[src/rtl/tracker_sequencer.sv]
// Pattern sequencer for the tracker synth core: plays rows of note words from a
// local pattern RAM at a programmable tempo, applying fade effects per tick.
//
// state   | meaning
// --------+-------------------------------------------------------------
// S_IDLE  | stopped; waiting for start, pattern length/tempo latched here
// S_RD    | pattern RAM address presented, read data registered
// S_LD    | row data loaded into note_out/speed_out, row_strobe pulsed
// S_PLAY  | row sounding; tick down-counters run, fade effects applied
module tracker_sequencer #(
   parameter int ROWS     = 64,
   parameter int ROWLEN   = $clog2(ROWS),
   parameter int TICK_DIV = 256,
   parameter int MAXSPEED = 16,
   parameter int SPLEN    = $clog2(MAXSPEED)
) (
   input  logic              clk,
   input  logic              rst_n,
   input  logic              wr_en,
   input  logic [ROWLEN-1:0] wr_addr,
   input  logic [15:0]       wr_data,
   input  logic [ROWLEN:0]   pattern_len,
   input  logic [7:0]        ticks_per_row,
   input  logic              loop,
   input  logic              start,
   input  logic              stop,
   output logic [15:0]       note_out,
   output logic [SPLEN-1:0]  speed_out,
   output logic [ROWLEN-1:0] row_idx,
   output logic              row_strobe,
   output logic              busy,
   output logic              done
);

   localparam int CYCW = (TICK_DIV > 1) ? $clog2(TICK_DIV) : 1;
   localparam logic [CYCW-1:0]  CYC_TC  = CYCW'(TICK_DIV - 1);
   localparam logic [SPLEN-1:0] SPD_MAX = '1;
   localparam logic [2:0] FX_FADE_IN  = 3'd4;
   localparam logic [2:0] FX_FADE_OUT = 3'd5;

   typedef enum logic [1:0] {S_IDLE, S_RD, S_LD, S_PLAY} state_t;

   state_t            state, state_nx;
   logic [ROWLEN-1:0] row, row_nx;
   logic [ROWLEN-1:0] last_row;
   logic [7:0]        tpr_m1;
   logic [CYCW-1:0]   cyc_cnt;
   logic [7:0]        tick_cnt;
   logic [4:0]        vol_tgt;
   logic [15:0]       ram [ROWS];
   logic [15:0]       ram_q;

   logic              tick, row_end, do_done, do_kill, go;
   logic [ROWLEN:0]   len_c;
   logic [10:0]       spd_wide;
   logic [SPLEN-1:0]  spd_sat;
   logic [4:0]        vol_ld;

   assign busy    = (state != S_IDLE);
   assign go      = (state == S_IDLE) && start && !stop;
   assign tick    = (state == S_PLAY) && (cyc_cnt == '0);
   assign row_end = tick && (tick_cnt == 8'd0);

   always_comb begin
      if (pattern_len == '0)
         len_c = (ROWLEN+1)'(1);
      else if (pattern_len > (ROWLEN+1)'(ROWS))
         len_c = (ROWLEN+1)'(ROWS);
      else
         len_c = pattern_len;
   end

   // Widest case is 8 << 7, so 11 bits hold the unsaturated step.
   always_comb begin
      spd_wide = {7'd0, ({1'b0, ram_q[15:13]} + 4'd1)} << ram_q[12:10];
      if (spd_wide > {{(11-SPLEN){1'b0}}, SPD_MAX})
         spd_sat = SPD_MAX;
      else
         spd_sat = spd_wide[SPLEN-1:0];
      vol_ld = (ram_q[2:0] == FX_FADE_IN) ? 5'd0 : ram_q[7:3];
   end

   always_comb begin
      state_nx = state;
      row_nx   = row;
      do_done  = 1'b0;
      do_kill  = 1'b0;
      case (state)
         S_IDLE: begin
            if (go) begin
               state_nx = S_RD;
               row_nx   = '0;
            end
         end
         S_RD:   state_nx = S_LD;
         S_LD:   state_nx = S_PLAY;
         S_PLAY: begin
            if (row_end) begin
               if (row != last_row) begin
                  row_nx   = row + ROWLEN'(1);
                  state_nx = S_RD;
               end else if (loop) begin
                  row_nx   = '0;
                  state_nx = S_RD;
               end else begin
                  state_nx = S_IDLE;
                  do_done  = 1'b1;
               end
            end
         end
         default: state_nx = S_IDLE;
      endcase
      // stop overrides everything, including a row end on the same edge
      if (stop && (state != S_IDLE)) begin
         state_nx = S_IDLE;
         do_kill  = 1'b1;
         do_done  = 1'b0;
      end
   end

   always_ff @(posedge clk or negedge rst_n) begin
      if (!rst_n) begin
         state <= S_IDLE;
         row   <= '0;
      end else begin
         state <= state_nx;
         row   <= row_nx;
      end
   end

   // Pattern RAM is deliberately not reset; read-before-write on collision.
   always_ff @(posedge clk) begin
      if (wr_en)
         ram[wr_addr] <= wr_data;
      if (state == S_RD)
         ram_q <= ram[row];
   end

   always_ff @(posedge clk or negedge rst_n) begin
      if (!rst_n) begin
         note_out   <= '0;
         speed_out  <= '0;
         row_idx    <= '0;
         row_strobe <= 1'b0;
         done       <= 1'b0;
         last_row   <= '0;
         tpr_m1     <= '0;
         cyc_cnt    <= '0;
         tick_cnt   <= '0;
         vol_tgt    <= '0;
      end else begin
         row_strobe <= 1'b0;
         done       <= do_done;
         if (go) begin
            last_row <= ROWLEN'(len_c - (ROWLEN+1)'(1));
            tpr_m1   <= (ticks_per_row == 8'd0) ? 8'd0 : ticks_per_row - 8'd1;
         end
         if (state == S_LD) begin
            note_out   <= {ram_q[15:8], vol_ld, ram_q[2:0]};
            vol_tgt    <= ram_q[7:3];
            speed_out  <= spd_sat;
            row_idx    <= row;
            row_strobe <= 1'b1;
            cyc_cnt    <= CYC_TC;
            tick_cnt   <= tpr_m1;
         end else if (state == S_PLAY) begin
            if (tick) begin
               cyc_cnt <= CYC_TC;
               if (tick_cnt != 8'd0)
                  tick_cnt <= tick_cnt - 8'd1;
               if ((note_out[2:0] == FX_FADE_IN) && (note_out[7:3] < vol_tgt))
                  note_out[7:3] <= note_out[7:3] + 5'd1;
               else if ((note_out[2:0] == FX_FADE_OUT) && (note_out[7:3] != 5'd0))
                  note_out[7:3] <= note_out[7:3] - 5'd1;
            end else begin
               cyc_cnt <= cyc_cnt - CYCW'(1);
            end
         end
         // silence the tracker whenever playback ends, but keep pitch fields
         if (do_kill || do_done)
            note_out[7:3] <= 5'd0;
      end
   end

endmodule

[config.mk]
export PLATFORM = sky130hd
export DESIGN_NAME = tracker_sequencer
export DESIGN_NICKNAME = d
export VERILOG_FILES = /design/src/rtl/tracker_sequencer.sv
export SDC_FILE = /design/constraint.sdc
export NUM_CORES = 1
export LEC_CHECK = 0
export BUFFER_PORTS_ARGS = -buffer_cell sky130_fd_sc_hd__buf_2
export CAP_MARGIN = 20
export CORE_MARGIN = 5
export CORE_UTILIZATION = 44
export DETAILED_ROUTE_END_ITERATION = 10
export GPL_TIMING_DRIVEN = 0
export SLEW_MARGIN = 25
export SYNTH_ARGS = -nofsm -noshare
export SYNTH_HDL_FRONTEND = slang
export SYNTH_SLANG_ARGS = --single-unit
[constraint.sdc]
create_clock -name clk -period 3.9 [get_ports clk]
set_input_delay 0 -clock clk [delete_from_list [all_inputs] [get_ports clk]]
set_output_delay 0 -clock clk [all_outputs]
set_load 0.01 [all_outputs]
==> results of run 1 <==
==> cells in the mapped netlist (4+ instances only) <==
cell | n | area, um2
a2111oi_0 | 4 | 35.0
a211oi_1 | 5 | 37.5
a21oi_1 | 21 | 105
a221oi_1 | 18 | 158
a22o_1 | 21 | 184
a22oi_1 | 78 | 586
a31oi_1 | 7 | 43.8
buf_1 | 16 | 60.1
buf_2 | 26 | 130
buf_4 | 10 | 75.1
clkbuf_1 | 61 | 229
dfrtp_1 | 71 | 1780
edfxtp_1 | 1040 | 31200
ha_1 | 19 | 238
inv_1 | 21 | 78.8
mux2_2 | 19 | 214
mux2i_1 | 9 | 90.1
mux4_2 | 255 | 5740
nand2_1 | 101 | 379
nand2b_1 | 10 | 62.6
nand3_1 | 24 | 120
nand3b_1 | 7 | 52.6
nand4_1 | 6 | 37.5
nor2_1 | 95 | 357
nor2b_1 | 18 | 113
nor3_1 | 22 | 110
o21ai_0 | 50 | 250
o221ai_1 | 8 | 70.1
o22ai_1 | 6 | 37.5
o31ai_1 | 4 | 30.0
or3_1 | 7 | 43.8
xnor2_1 | 17 | 149
xor2_1 | 12 | 105
==> where the power goes <==
| group | leakage [nW] | internal (W) | switching (W) |
|---|---|---|---|
| Combinational | 3.81 | 0.000750 | 0.00120 |
| Sequential | 10.2 | 0.0134 | 0.000259 |
| Clock | 1.83 | 0.00633 | 0.00459 |
| Total | 15.9 | 0.0205 | 0.00604 |
==> path summary, 6_finish.rpt <==
path | slack (ns) | start | to
max | -0.09 | row[1] | ram_q[14]
min | 0.05 | pattern_len[3] | last_row[0]
max reg2reg | -0.09 | row[1] | ram_q[14]
min reg2reg | 0.47 | tpr_m1[5] | tick_cnt[5]
max in group asynchronous | 3.20 | rst_n | note_out[11]
min in group asynchronous | 0.43 | rst_n | row[2]
==> logic make-up after synthesis <==
group                    count (synthesis)  share of synthesized area (%)
XOR/XNOR                                29                          0.586
adder cells (fa/ha/maj)                 20                          0.595
AO/OA/AOI/OAI                          246                           4.00
flip-flops                            1111                           76.1
AND/OR/NAND/NOR                        312                           3.34
buffers and inverters                  137                           1.40
multiplexers                           283                           13.9
==> critical path, stage by stage (launching register included) <==
cell	delay (ns)
dfrtp_1	0.35
buf_2	0.28
buf_2	0.37
buf_1	0.82
mux4_2	0.42
a22oi_1	0.19
nand2_1	0.10
a22oi_1	0.55
o221ai_1	0.50
==> registers in the layout (all words and copies together) (netlist names) <==
name and flops:
ram 1024, note_out 16, ram_q 16, cyc_cnt 8
tick_cnt 8, tpr_m1 8, last_row 6, row 6
row_idx 6, vol_tgt 5, speed_out 4, state 2
done 1, row_strobe 1
==> stage by stage <==
step	hold slack [ns]	instances	worst slack (ns)
after global placement	0.264	3491	-0.632
after floorplan	-0.296	2138	1.26
final	0.0490	3781	-0.0907
after global routing	0.0843	3774	0.00922
after detailed placement	-0.0595	3515	-0.666
after CTS	0.00805	3766	0.0697
==> metal layers <==
metal	share of wire [%]	GRT usage, %	up-vias
li1	-	-	9368
met2	47	35.5	1093
met3	9.7	6.15	196
met1	40	30.6	12095
met4	3.3	7.06	4
met5	0.098	0.680	-
==> layout make-up <==
type | instances | area (um2)
Clock inverter | 82 | 817
Fill cell | 7764 | 47700
Multi-Input combinational cell | 890 | 10200
Clock buffer | 130 | 2930
Buffer | 116 | 583
Sequential cell | 1111 | 33000
Inverter | 21 | 78.8
Timing Repair Buffer | 137 | 1170
Tap cell | 1287 | 1610
Antenna cell | 7 | 17.5
==> repair_timing <==
item                                   4_1_cts  5_1_grt
gates resized for setup                     20        5
hold buffers                                39        8
buffers inserted                             0        0
endpoints found under the hold margin      602      512
setup endpoints to repair                   12        3
==> metrics.md, run 1 <==
| Metric | Value |
|---|---|
| Post-synth EDFFs | 1040 |
| Final Instance Area | 50400 um2 |
| Total GRT Usage | 22.4% |
| Vias in the first global route | 23084 |
| Root buf cell | clkbuf_16 |
| Via Count | 22756 |
| Die area | 105000 um2 |
| Peak VDD IR | 0.349 mV |
| Run status | finished, violations left |
| Horiz. Die Dim | 324 um |
| Hold path cells | 5 |
| Core Region | 98100 um2 |
| Number of antenna violations at the first check in global routing | 7 |
| Maximum root-to-sink buffer count | 3 |
| # port buffers | 66 |
| Reg2reg path depth | 8 |
| Die height | 324 um |
| Post-synth ARST share | 6.39% |
| CTS Sinks | 1111 |
| Row cnt | 115 |
| First-pass DRT Iterations | 7 |
| Post-DRT Antenna Nets | 0 |
| Critical path launch point type | flip-flop |
| Num CTS Buffers | 113 |
| WL/cell | 31.0 um |
| Slew HR | 23.8% |
| Synth Flop Type | edfxtp_1 |
| Syn nets | 2201 |
| Crit-path max FO | 10 |
| Fin. max-slew vios | 0 |
| Pwr Total | 0.0266 W |
| Drt initial violations | 2726 |
| Syn_area_per_cell | 20.3 um2 |
| Post-synthesis sequential area ratio | 76.1% |
| Worst-margin pin slew | 1.14 ns |
| Setup crit end kind | flip-flop |
| Largest net degree at the start of global routing | 65 |
| Commonest non-fill, non-tap cell in the layout | edfxtp_1 |
| Routed Wire Length | 117000 um |
| Final Hold Viols | 0 |
| Max-cap violations | 0 |
| Hold Crit Class | primary input to flip-flop |
| Vias/cell | 6.02 |
| I/O pin count | 72 |
| Achievable frequency | 251 MHz |
| First-pass GRT wire length | 167000 um |
| CP required | 4.20 ns |
| # nets final | 2453 |
| Most frequent cells in the layout | edfxtp_1, mux4_2, clkbuf_16, nand2_1, buf_2 |
| Syn-to-layout area delta | 16.2% |
| Failing checks | setup timing |
| Mapped Area | 43400 um2 |
| Register bit count reported by yosys | 1111 |
| Final HPWL DP | 74500 um |
| Ys Warns | 0 |
| Final WS setup | -0.0907 ns |
| TritonCTS clock tree | done |
| Residual DRC count | 0 |
| GPL Wtd Cong | 0.873 |
| Crit path kind | flip-flop to flip-flop |
| Setup_tns | -0.0907 ns |
| CTS HTree Levels | 3 |
| Final setup viols | 1 |
| Clock transition at path regs | 0.06 ns |
| Grt ovf | 0 |
| RSZ-0062 raised after global routing | no |
| Leak | 15.9 nW |
| Distinct cells, synth | 60 |
| Fin crit period | 3.99 ns |
| Clock skew | 0.0378 ns |
| Pwr dens | 527 nW/um2 |
| Share of cells above drive strength 1 | 27.1% |
| Fin crit share | 102% |
| Data arrival, critical path | 4.29 ns |
| Initial Util | 44.2% |
| Placed Area | 46000 um2 |
| Final Core Density | 51.3% |
| Clk_lat worst skew | 0.69 ns |
| Mapped Cells | 2138 |
No activity file was read; power rests on OpenSTA's default activity.
==> inputs of run 2 (changes only) <==
- CORE_MARGIN: 5 -> default
- clock period: 3.9 -> 3.5 ns (I/O delays scaled with it)
==> metrics.md, run 2 (synthesis results as in run 1) <==
| Metric | Value |
|---|---|
| Run status | finished, violations left |
| Failing checks | setup timing |
| Clock transition at path regs | 0.06 ns (about the same) |
| Residual DRC count | 0 (unchanged) |
| Total GRT Usage | 23.9% (+1.5 points) |
| Post-Layout Cell Count | 3776 (-0.13%) |
| CP required | 3.82 ns (-0.38 ns) |
| CTS HTree Levels | 3 (unchanged) |
| Comb pwr share | 7.4% (about the same) |
| Net Switching | 0.00676 W (+12%) |
| Final WS setup | -0.0179 ns (+0.0728 ns) |
| Final Hold Viols | 0 (unchanged) |
| RSZ-0062 raised after global routing | yes |
| Critical path launch point type | flip-flop |
| Hold Crit Class | primary input to flip-flop |
| Grt ovf | 0 (unchanged) |
| Die area | 99800 um2 (-4.9%) |
| Vias/cell | 6.10 (+1.4%) |
| GPL Wtd Cong | 0.872 (-0.19%) |
| Largest register FFs | 1024 (unchanged) |
| Setup_tns | -0.0281 ns (+0.0625 ns) |
| Pre-CTS setup slack | -1.14 ns (-0.473 ns) |
| Final HPWL DP | 74200 um (-0.46%) |
| Biggest regs | ram: 1024 flops, note_out: 16 flops, ram_q: 16 flops |
| WL/cell | 31.1 um (+0.49%) |
| Hold path cells | 2 (-3) |
| Most frequent cells in the layout | edfxtp_1, mux4_2, clkbuf_16, nand2_1, buf_2 |
| Die height | 316 um (-2.5%) |
| Largest net degree at the start of global routing | 65 (unchanged) |
| Top reg by flops | ram |
| Initial Util | 44.6% (+0.45 points) |
| Switching share of power | 22.8% (about the same) |
| Drt initial violations | 3049 (+12%) |
| Slew HR | 23.2% (-0.56 points) |
| Hold Path End | ram[48][14] |
| # port buffers | 66 (unchanged) |
| Vias in the first global route | 23147 (+0.27%) |
| I/O pin count | 72 (unchanged) |
| Worst r2r src | row[1] |
| Root buf cell | clkbuf_16 |
| CTS Sinks | 1111 (unchanged) |
| Core Region | 97100 um2 (-1.0%) |
| Peak VDD IR | 0.447 mV (+28%) |
| Fin crit share | 101% (-1.8 points) |
| Share of cells above drive strength 1 | 27.7% (+0.55 points) |
| Reg2reg path depth | 8 (unchanged) |
| TritonCTS clock tree | done |
| Final setup viols | 2 (+1) |
| Clock power frac | 41.1% (about the same) |
| Routed Wire Length | 118000 um (+0.36%) |
| Sequential Power Share | 51.5% (about the same) |
| Placed cells | 3507 (-0.23%) |
| # nets final | 2463 (+0.41%) |
| Crit path kind | flip-flop to flip-flop |
| First-pass GRT wire length | 167000 um (about the same) |
| Crit-path max FO | 10 (unchanged) |
| Data arrival, critical path | 3.84 ns (-0.45 ns) |
| First-pass DRT Iterations | 6 (-1) |
| Commonest non-fill, non-tap cell in the layout | edfxtp_1 |
| Via Count | 23033 (+1.2%) |
| Clock skew | 0.0327 ns (-0.00506 ns) |
| Internal power | 0.0229 W (+12%) |
| Maximum root-to-sink buffer count | 3 (unchanged) |
| Worst-margin pin slew | 1.15 ns (+0.00842 ns) |
| Leak | 16.0 nW (+0.85%) |
| Flop2flop setup slack | -0.02 ns (+0.07 ns) |
| Fin. max-slew vios | 0 (unchanged) |
| Setup crit end kind | flip-flop |
| Number of antenna violations at the first check in global routing | 10 (+3) |
| Fin crit period | 3.52 ns (-0.473 ns) |
| Syn-to-layout area delta | 16.7% |
| Horiz. Die Dim | 316 um (-2.5%) |
| Row cnt | 114 (-0.87%) |
| Clk_lat worst skew | 0.70 ns (about the same) |
| Max-cap violations | 0 (unchanged) |
| Achievable frequency | 284 MHz (+13%) |
| Pwr dens | 587 nW/um2 (+11%) |
| Post-DRT Antenna Nets | 0 (unchanged) |
| Num CTS Buffers | 113 (unchanged) |
| Min-delay src | wr_addr[1] |
| Reg2reg end | ram_q[2] |
==> run 2: area by class of cell <==
class,instances,area (um2)
buffer,116,624
tap,1276,1600
fill,7610,46500
sequential,1111,33000
inverter,21,78.8
clock inverter,86,803
clock buffer,128,2950
antenna,1,2.50
multi-input combinational,890,10200
timing repair buffer,147,1320
==> run 2: per-stage QoR <==
stage | hold slack (ns) | area [um2] | util, % | power (W)
floorplan | -0.296 | 43400 | - | 0.0167
global placement | 0.263 | 45300 | 46.6 | 0.0175
detailed placement | -0.0970 | 46100 | 47.5 | 0.0176
CTS | 0.0141 | 50500 | 52.0 | 0.0298
global route | 0.0550 | 50600 | 52.1 | 0.0305
finish | 0.0778 | 50600 | 52.1 | 0.0297
==> run 2: routing by layer <==
metal	share of wire (%)	vias to the layer above	GRT usage (%)	routed length, um
li1	-	9400	-	-
met4	3.3	12	8.39	3910
met2	47	1208	37.2	55200
met3	9.2	203	5.19	10900
met5	0.068	-	0	80
met1	40	12210	33.3	47500
==> run 2: worst max-delay path: stages, from the launching register on <==
cell and delay [ns]:
dfrtp_1 0.34, buf_2 0.26, clkbuf_4 0.37, clkbuf_2 0.51, mux4_2 0.39, a22oi_1 0.24, nand2_1 0.22, a22oi_2 0.41
o221ai_1 0.38
==> run 2: worst max path at each step <==
stage	from	endpoint	slack (ns)	depth (start not counted)
2_1_floorplan	note_out[5]	note_out[7]	0.86	11
3_3_place_gp	row[1]	ram_q[5]	-1.11	8
3_5_place_dp	row[1]	ram_q[11]	-1.14	8
4_1_cts	row[0]	ram_q[11]	-0.02	9
5_1_grt	row[0]	ram_q[5]	-0.02	9
6_report	row[1]	ram_q[2]	-0.02	8
==> run 2: power by group through the flow <==
stage	logic (W)	registers (W)	clock network (W)
floorplan	0.00123	0.0155	0
global placement	0.00197	0.0155	0
detailed placement	0.00208	0.0155	0
CTS	0.00218	0.0153	0.0123
global route	0.00244	0.0153	0.0128
finish	0.00221	0.0153	0.0122
==> run 2: what timing repair did <==
item                                   in CTS  in global routing
gates resized for setup                    55                 20
hold buffers                               48                  6
pin swaps                                   0                  0
setup buffers                               0                  0
endpoints found under the hold margin     692                384
setup endpoints to repair                  16                 12
